`src/rtl/mem_port_arbiter.sv`:
```
// Arbiter sharing one single-outstanding memory bus between instruction fetch and data load/store.
// Data has priority; a starvation counter forces fetch through after MAX_WAIT back-to-back data wins.
module mem_port_arbiter #(
    parameter int ADDR_W   = 32,
    parameter int DATA_W   = 32,
    parameter int MAX_WAIT = 4
) (
    input  logic                clk,
    input  logic                reset_n,
    input  logic                if_req,
    input  logic [ADDR_W-1:0]   if_addr,
    output logic                if_gnt,
    output logic                if_rvalid,
    output logic [DATA_W-1:0]   if_rdata,
    input  logic                if_flush,
    input  logic                d_req,
    input  logic                d_we,
    input  logic [DATA_W/8-1:0] d_be,
    input  logic [ADDR_W-1:0]   d_addr,
    input  logic [DATA_W-1:0]   d_wdata,
    output logic                d_gnt,
    output logic                d_rvalid,
    output logic [DATA_W-1:0]   d_rdata,
    output logic                mem_req,
    output logic                mem_we,
    output logic [DATA_W/8-1:0] mem_be,
    output logic [ADDR_W-1:0]   mem_addr,
    output logic [DATA_W-1:0]   mem_wdata,
    input  logic                mem_gnt,
    input  logic                mem_rvalid,
    input  logic [DATA_W-1:0]   mem_rdata,
    output logic                busy
);

    localparam int BE_W  = DATA_W / 8;
    localparam int CNT_W = $clog2(MAX_WAIT + 1);

    typedef enum logic [1:0] {
        S_IDLE = 2'd0,
        S_REQ  = 2'd1,
        S_WAIT = 2'd2
    } state_t;

    state_t              r_state;
    state_t              w_state_nxt;
    logic                r_owner_d;
    logic                r_drop;
    logic [CNT_W-1:0]    r_starve_cnt;
    logic [ADDR_W-1:0]   r_mem_addr;
    logic                r_mem_we;
    logic [BE_W-1:0]     r_mem_be;
    logic [DATA_W-1:0]   r_mem_wdata;

    logic                w_starved;
    logic                w_pick_d;
    logic                w_pick_if;
    logic                w_resp;

    assign w_starved = (r_starve_cnt == CNT_W'(MAX_WAIT));
    assign w_pick_d  = d_req && !(if_req && w_starved);
    assign w_pick_if = if_req && !w_pick_d;

    always_ff @(posedge clk) begin
        if (!reset_n) r_state <= S_IDLE;
        else          r_state <= w_state_nxt;
    end

    always_comb begin
        w_state_nxt = r_state;
        case (r_state)
            S_IDLE:  if (d_req || if_req) w_state_nxt = S_REQ;
            S_REQ:   if (mem_gnt)         w_state_nxt = S_WAIT;
            S_WAIT:  if (mem_rvalid)      w_state_nxt = S_IDLE;
            default:                      w_state_nxt = S_IDLE;
        endcase
    end

    // Winner's request is captured in IDLE so the bus sees stable values through REQ.
    always_ff @(posedge clk) begin
        if (!reset_n) begin
            r_owner_d    <= 1'b0;
            r_drop       <= 1'b0;
            r_starve_cnt <= '0;
            r_mem_addr   <= '0;
            r_mem_we     <= 1'b0;
            r_mem_be     <= '0;
            r_mem_wdata  <= '0;
        end else if (r_state == S_IDLE) begin
            r_drop <= 1'b0;
            if (w_pick_d) begin
                r_owner_d   <= 1'b1;
                r_mem_addr  <= d_addr;
                r_mem_we    <= d_we;
                r_mem_be    <= d_be;
                r_mem_wdata <= d_wdata;
            end else if (w_pick_if) begin
                r_owner_d   <= 1'b0;
                r_mem_addr  <= if_addr;
                r_mem_we    <= 1'b0;
                r_mem_be    <= '1;
                r_mem_wdata <= '0;
            end
            if (!if_req || w_pick_if)
                r_starve_cnt <= '0;
            else if (!w_starved)
                r_starve_cnt <= r_starve_cnt + CNT_W'(1);
        end else begin
            if (r_state == S_WAIT && mem_rvalid)
                r_drop <= 1'b0;
            else if (if_flush && !r_owner_d)
                r_drop <= 1'b1;
        end
    end

    assign mem_addr  = r_mem_addr;
    assign mem_we    = r_mem_we;
    assign mem_be    = r_mem_be;
    assign mem_wdata = r_mem_wdata;
    assign w_resp    = reset_n && (r_state == S_WAIT) && mem_rvalid;

    // Handshake pulses are gated by reset_n so an abandoned transaction never completes.
    always_comb begin
        mem_req   = (r_state == S_REQ);
        busy      = (r_state != S_IDLE);
        if_gnt    = reset_n && (r_state == S_REQ) && mem_gnt && !r_owner_d;
        d_gnt     = reset_n && (r_state == S_REQ) && mem_gnt &&  r_owner_d;
        if_rvalid = w_resp && !r_owner_d && !r_drop && !if_flush;
        d_rvalid  = w_resp && r_owner_d;
        if_rdata  = if_rvalid ? mem_rdata : '0;
        d_rdata   = d_rvalid  ? mem_rdata : '0;
    end

endmodule

```
`config.mk`:
```
export PLATFORM = sky130hd
export DESIGN_NAME = mem_port_arbiter
export DESIGN_NICKNAME = d
export VERILOG_FILES = /design/src/rtl/mem_port_arbiter.sv
export SDC_FILE = /design/constraint.sdc
export NUM_CORES = 1
export LEC_CHECK = 0
export BUFFER_PORTS_ARGS = -buffer_cell sky130_fd_sc_hd__buf_4
export CAP_MARGIN = 10
export CORE_AREA = 5 5 106 108
export CTS_BUF_LIST = sky130_fd_sc_hd__clkbuf_8
export DETAILED_ROUTE_END_ITERATION = 10
export DIE_AREA = 0 0 111 113
export PLACE_DENSITY = 0.78
export SLEW_MARGIN = 20
export SYNTH_ARGS = -nofsm -noshare
export SYNTH_HDL_FRONTEND = slang
export SYNTH_SLANG_ARGS = --single-unit
```
`constraint.sdc`:
```
create_clock -name clk -period 1.8 [get_ports clk]
set_input_delay 0.18 -clock clk [delete_from_list [all_inputs] [get_ports clk]]
set_output_delay 0.18 -clock clk [all_outputs]
set_load 0.01 [all_outputs]
```
==> impl_metrics.toml <==
[run_status]
status = "finished with violations"
violations = "setup timing"

[worst_setup_path]
worst_path_largest_cell_delay_ns = 0.39
cp.required_ns = 1.62
worst_path_max_delay_cell = "dfxtp_4"
start_kind = "flip-flop"
cp_num_buf_inv = 4
crit_fanout = 8
cpLargestDelayFamily = "buffers and inverters"
crit_top_cell = "buf_6"
cp.arrival_ns = 1.63
crit_type = "reg -> out"
crit_chain = "inv_4 -> nor4b_4 -> buf_6 -> clkbuf_16 -> and2_4 -> buf_6"
cp-end-kind = "output pin"

[pwr]
leakage_uw = 0.00332
power.sequential.fraction = 0.421
power_frac_clock = 0.310
intPower_uw = 3270
switching_share = 0.287
ir_worst_vdd_v = 0.000479
power.switching_uw = 1320
p_comb_frac = 0.268
p_per_area_nw_per_um2 = 657

[cells_and_area]
layout-drive-gt1-share = 0.532
antenna_cells = 0
finalNetCount = 868
final_cell_mix = "229 x buf_4, 72 x dfxtp_1, 58 x buf_6"
mostFrequentLayoutCell = "buf_4"
design_area_sq_um = 6970
areaGrowthSynthToFinish_pct = 73.3
fin_cells = 867

[synth]
synth_area_per_cell_sq_um = 8.58
synth_area_sq_um = 4020
ys_warn_count = 0
synth_cell_type_count = 35
netlist_instances = 469
syn_nets = 611
ys_seq_area_frac = 0.378
ys_seq_elements = 76

[clocking]
cts_tree = "yes"
clkSinkCount = 76
root_buffer = "clkbuf_8"
cts_buffers = 9
cts.clk_slew.worst_paths_ns = 0.09
htree_levels = 3
cts.path.max_buffers = 2
insertion_delay_ns = 0.35

[job]
cap_violations = 0

[route]
viasPerCell = 5.58
ant_nets = 0
wl_per_cell_um = 20.2
dr.pass1.iters = 5
num_vias = 4840
routed_wl_mm = 17.5
drt_iter0_drc = 406
drc_errors = 0

[grt]
grt_pass1_vias = 4715
grt_first_pass_wirelength_mm = 24.6
grt_max_degree = 66
grtUsageTotal = 0.239
antenna_found_initial = 0
overflow = 0

[sta]
skew_ns = 0.0146
tightest_slew_ns = 0.449
drv_slew = 0
worst_slack_ns = -0.0103
final_hold_viol_count = 0
setup_viol = 3
fmax_ghz = 0.552
fin_crit_ns = 1.81
max_slew_margin = 0.701
grt_setup_unrepaired = "yes"
fin_crit_sh = 1.01

[placement]
place_inst = 841
place.gp.congestion = 0.873
pre_cts_ws_ns = 0.175
portBuffers = 278
hpwl_mm = 11.4
place_area_sq_um = 6230

[floorplanning]
die_h_um = 113
dieWidth_um = 111
pin_count = 279
core_sq_um = 10100
rows = 37
dieArea_sq_um = 12500
start_util = 0.397

[worst_hold_path]
hold_class = "in -> reg"
==> registers in the layout (all words and copies together) (netlist names) <==
signal / count
r_owner_d: 1
mem_be: 4
r_starve_cnt: 3
mem_addr: 32
r_state: 2
mem_we: 1
r_drop: 1
mem_wdata: 32
==> Yosys cell counts, drive strengths merged <==
| master | n | area, sq um |
|---|---|---|
| a21boi | 32 | 240 |
| a21oi | 38 | 190 |
| a22oi | 1 | 7.51 |
| a31oi | 1 | 6.26 |
| and2 | 64 | 400 |
| and3 | 32 | 200 |
| and3b | 1 | 8.76 |
| and4bb | 1 | 12.5 |
| buf | 20 | 110 |
| clkbuf | 35 | 131 |
| dfxtp | 76 | 1520 |
| ha | 2 | 25.0 |
| inv | 6 | 22.5 |
| nand2 | 3 | 11.3 |
| nand2b | 1 | 6.26 |
| nand3 | 5 | 30.0 |
| nand4 | 34 | 213 |
| nand4b | 1 | 8.76 |
| nor2 | 7 | 36.3 |
| nor2b | 1 | 6.26 |
| nor3 | 2 | 10.0 |
| nor3b | 1 | 7.51 |
| nor4b | 1 | 23.8 |
| o21ai | 35 | 179 |
| o21bai | 32 | 240 |
| o221a | 4 | 45.0 |
| o311a | 32 | 320 |
| o32ai | 1 | 8.76 |
==> worst register-to-register path: stages, from the launching register on <==
cell      delay (ns)
dfxtp_1         0.36
inv_1           0.06
ha_1            0.20
nand3_2         0.15
buf_12          0.25
a21boi_0        0.15
o311a_1         0.35
==> metrics by stage <==
step                hold slack (ns)  setup TNS [ns]   util  total power [uW]
floorplan                     0.334               0      -              2510
global placement              0.448               0  0.615              3110
detailed placement            0.451               0  0.615              3150
CTS                          0.0666               0  0.642              4600
global route                 0.0703           -2.21  0.688              4810
finish                       0.0922         -0.0208  0.688              4580
==> path summary, 6_finish.rpt <==
path	slack (ns)	cells after the start	startpoint	endpoint
hold / removal	0.09	2	d_be[0]	mem_be[0]
setup reg to reg	0.17	6	r_starve_cnt[0]	mem_addr[22]
setup / recovery	-0.01	6	r_owner_d	d_rdata[21]
hold reg to reg	0.48	2	mem_wdata[26]	mem_wdata[26]
==> kinds of logic (layout without fill, tap and decap cells) <==
kind of cell,count (synthesis),after routing,synth area share
buffers and inverters,61,319,0.0656
AND/OR/NAND/NOR,154,158,0.242
adder cells (fa/ha/maj),2,2,0.00622
flip-flops,76,76,0.378
AO/OA/AOI/OAI,176,176,0.308
==> power groups by stage <==
stage | Combinational [uW] | Clock [uW] | Sequential, uW
after floorplan | 495 | 0 | 2010
after global placement | 1160 | 0 | 1950
after detailed placement | 1190 | 0 | 1960
after CTS | 1200 | 1470 | 1930
after global routing | 1330 | 1530 | 1950
final | 1230 | 1420 | 1930
==> per-layer routing <==
| layer | part of all wire | track usage | vias to the layer above |
|---|---|---|---|
| li1 | - | - | 2264 |
| met1 | 0.39 | 0.287 | 2294 |
| met2 | 0.49 | 0.399 | 249 |
| met3 | 0.10 | 0.0877 | 33 |
| met4 | 0.019 | 0.0780 | 0 |
| met5 | 0 | 0 | - |
==> timing repair <==
action	4_1_cts	5_1_grt
pin swaps	2	59
endpoints found under the setup margin	65	65
gates cloned	4	4
hold buffers	0	0
setup buffers	0	2
gates resized for setup	11	124
==> area by class of cell <==
cell class	instances	area, sq um
Clock buffer	9	124
Clock inverter	7	92.6
Fill cell	777	3170
Inverter	6	25.0
Multi-Input combinational cell	336	2460
Sequential cell	76	1530
Tap cell	136	170
Timing Repair Buffer	297	2570
(Power assumes the default switching activity.)
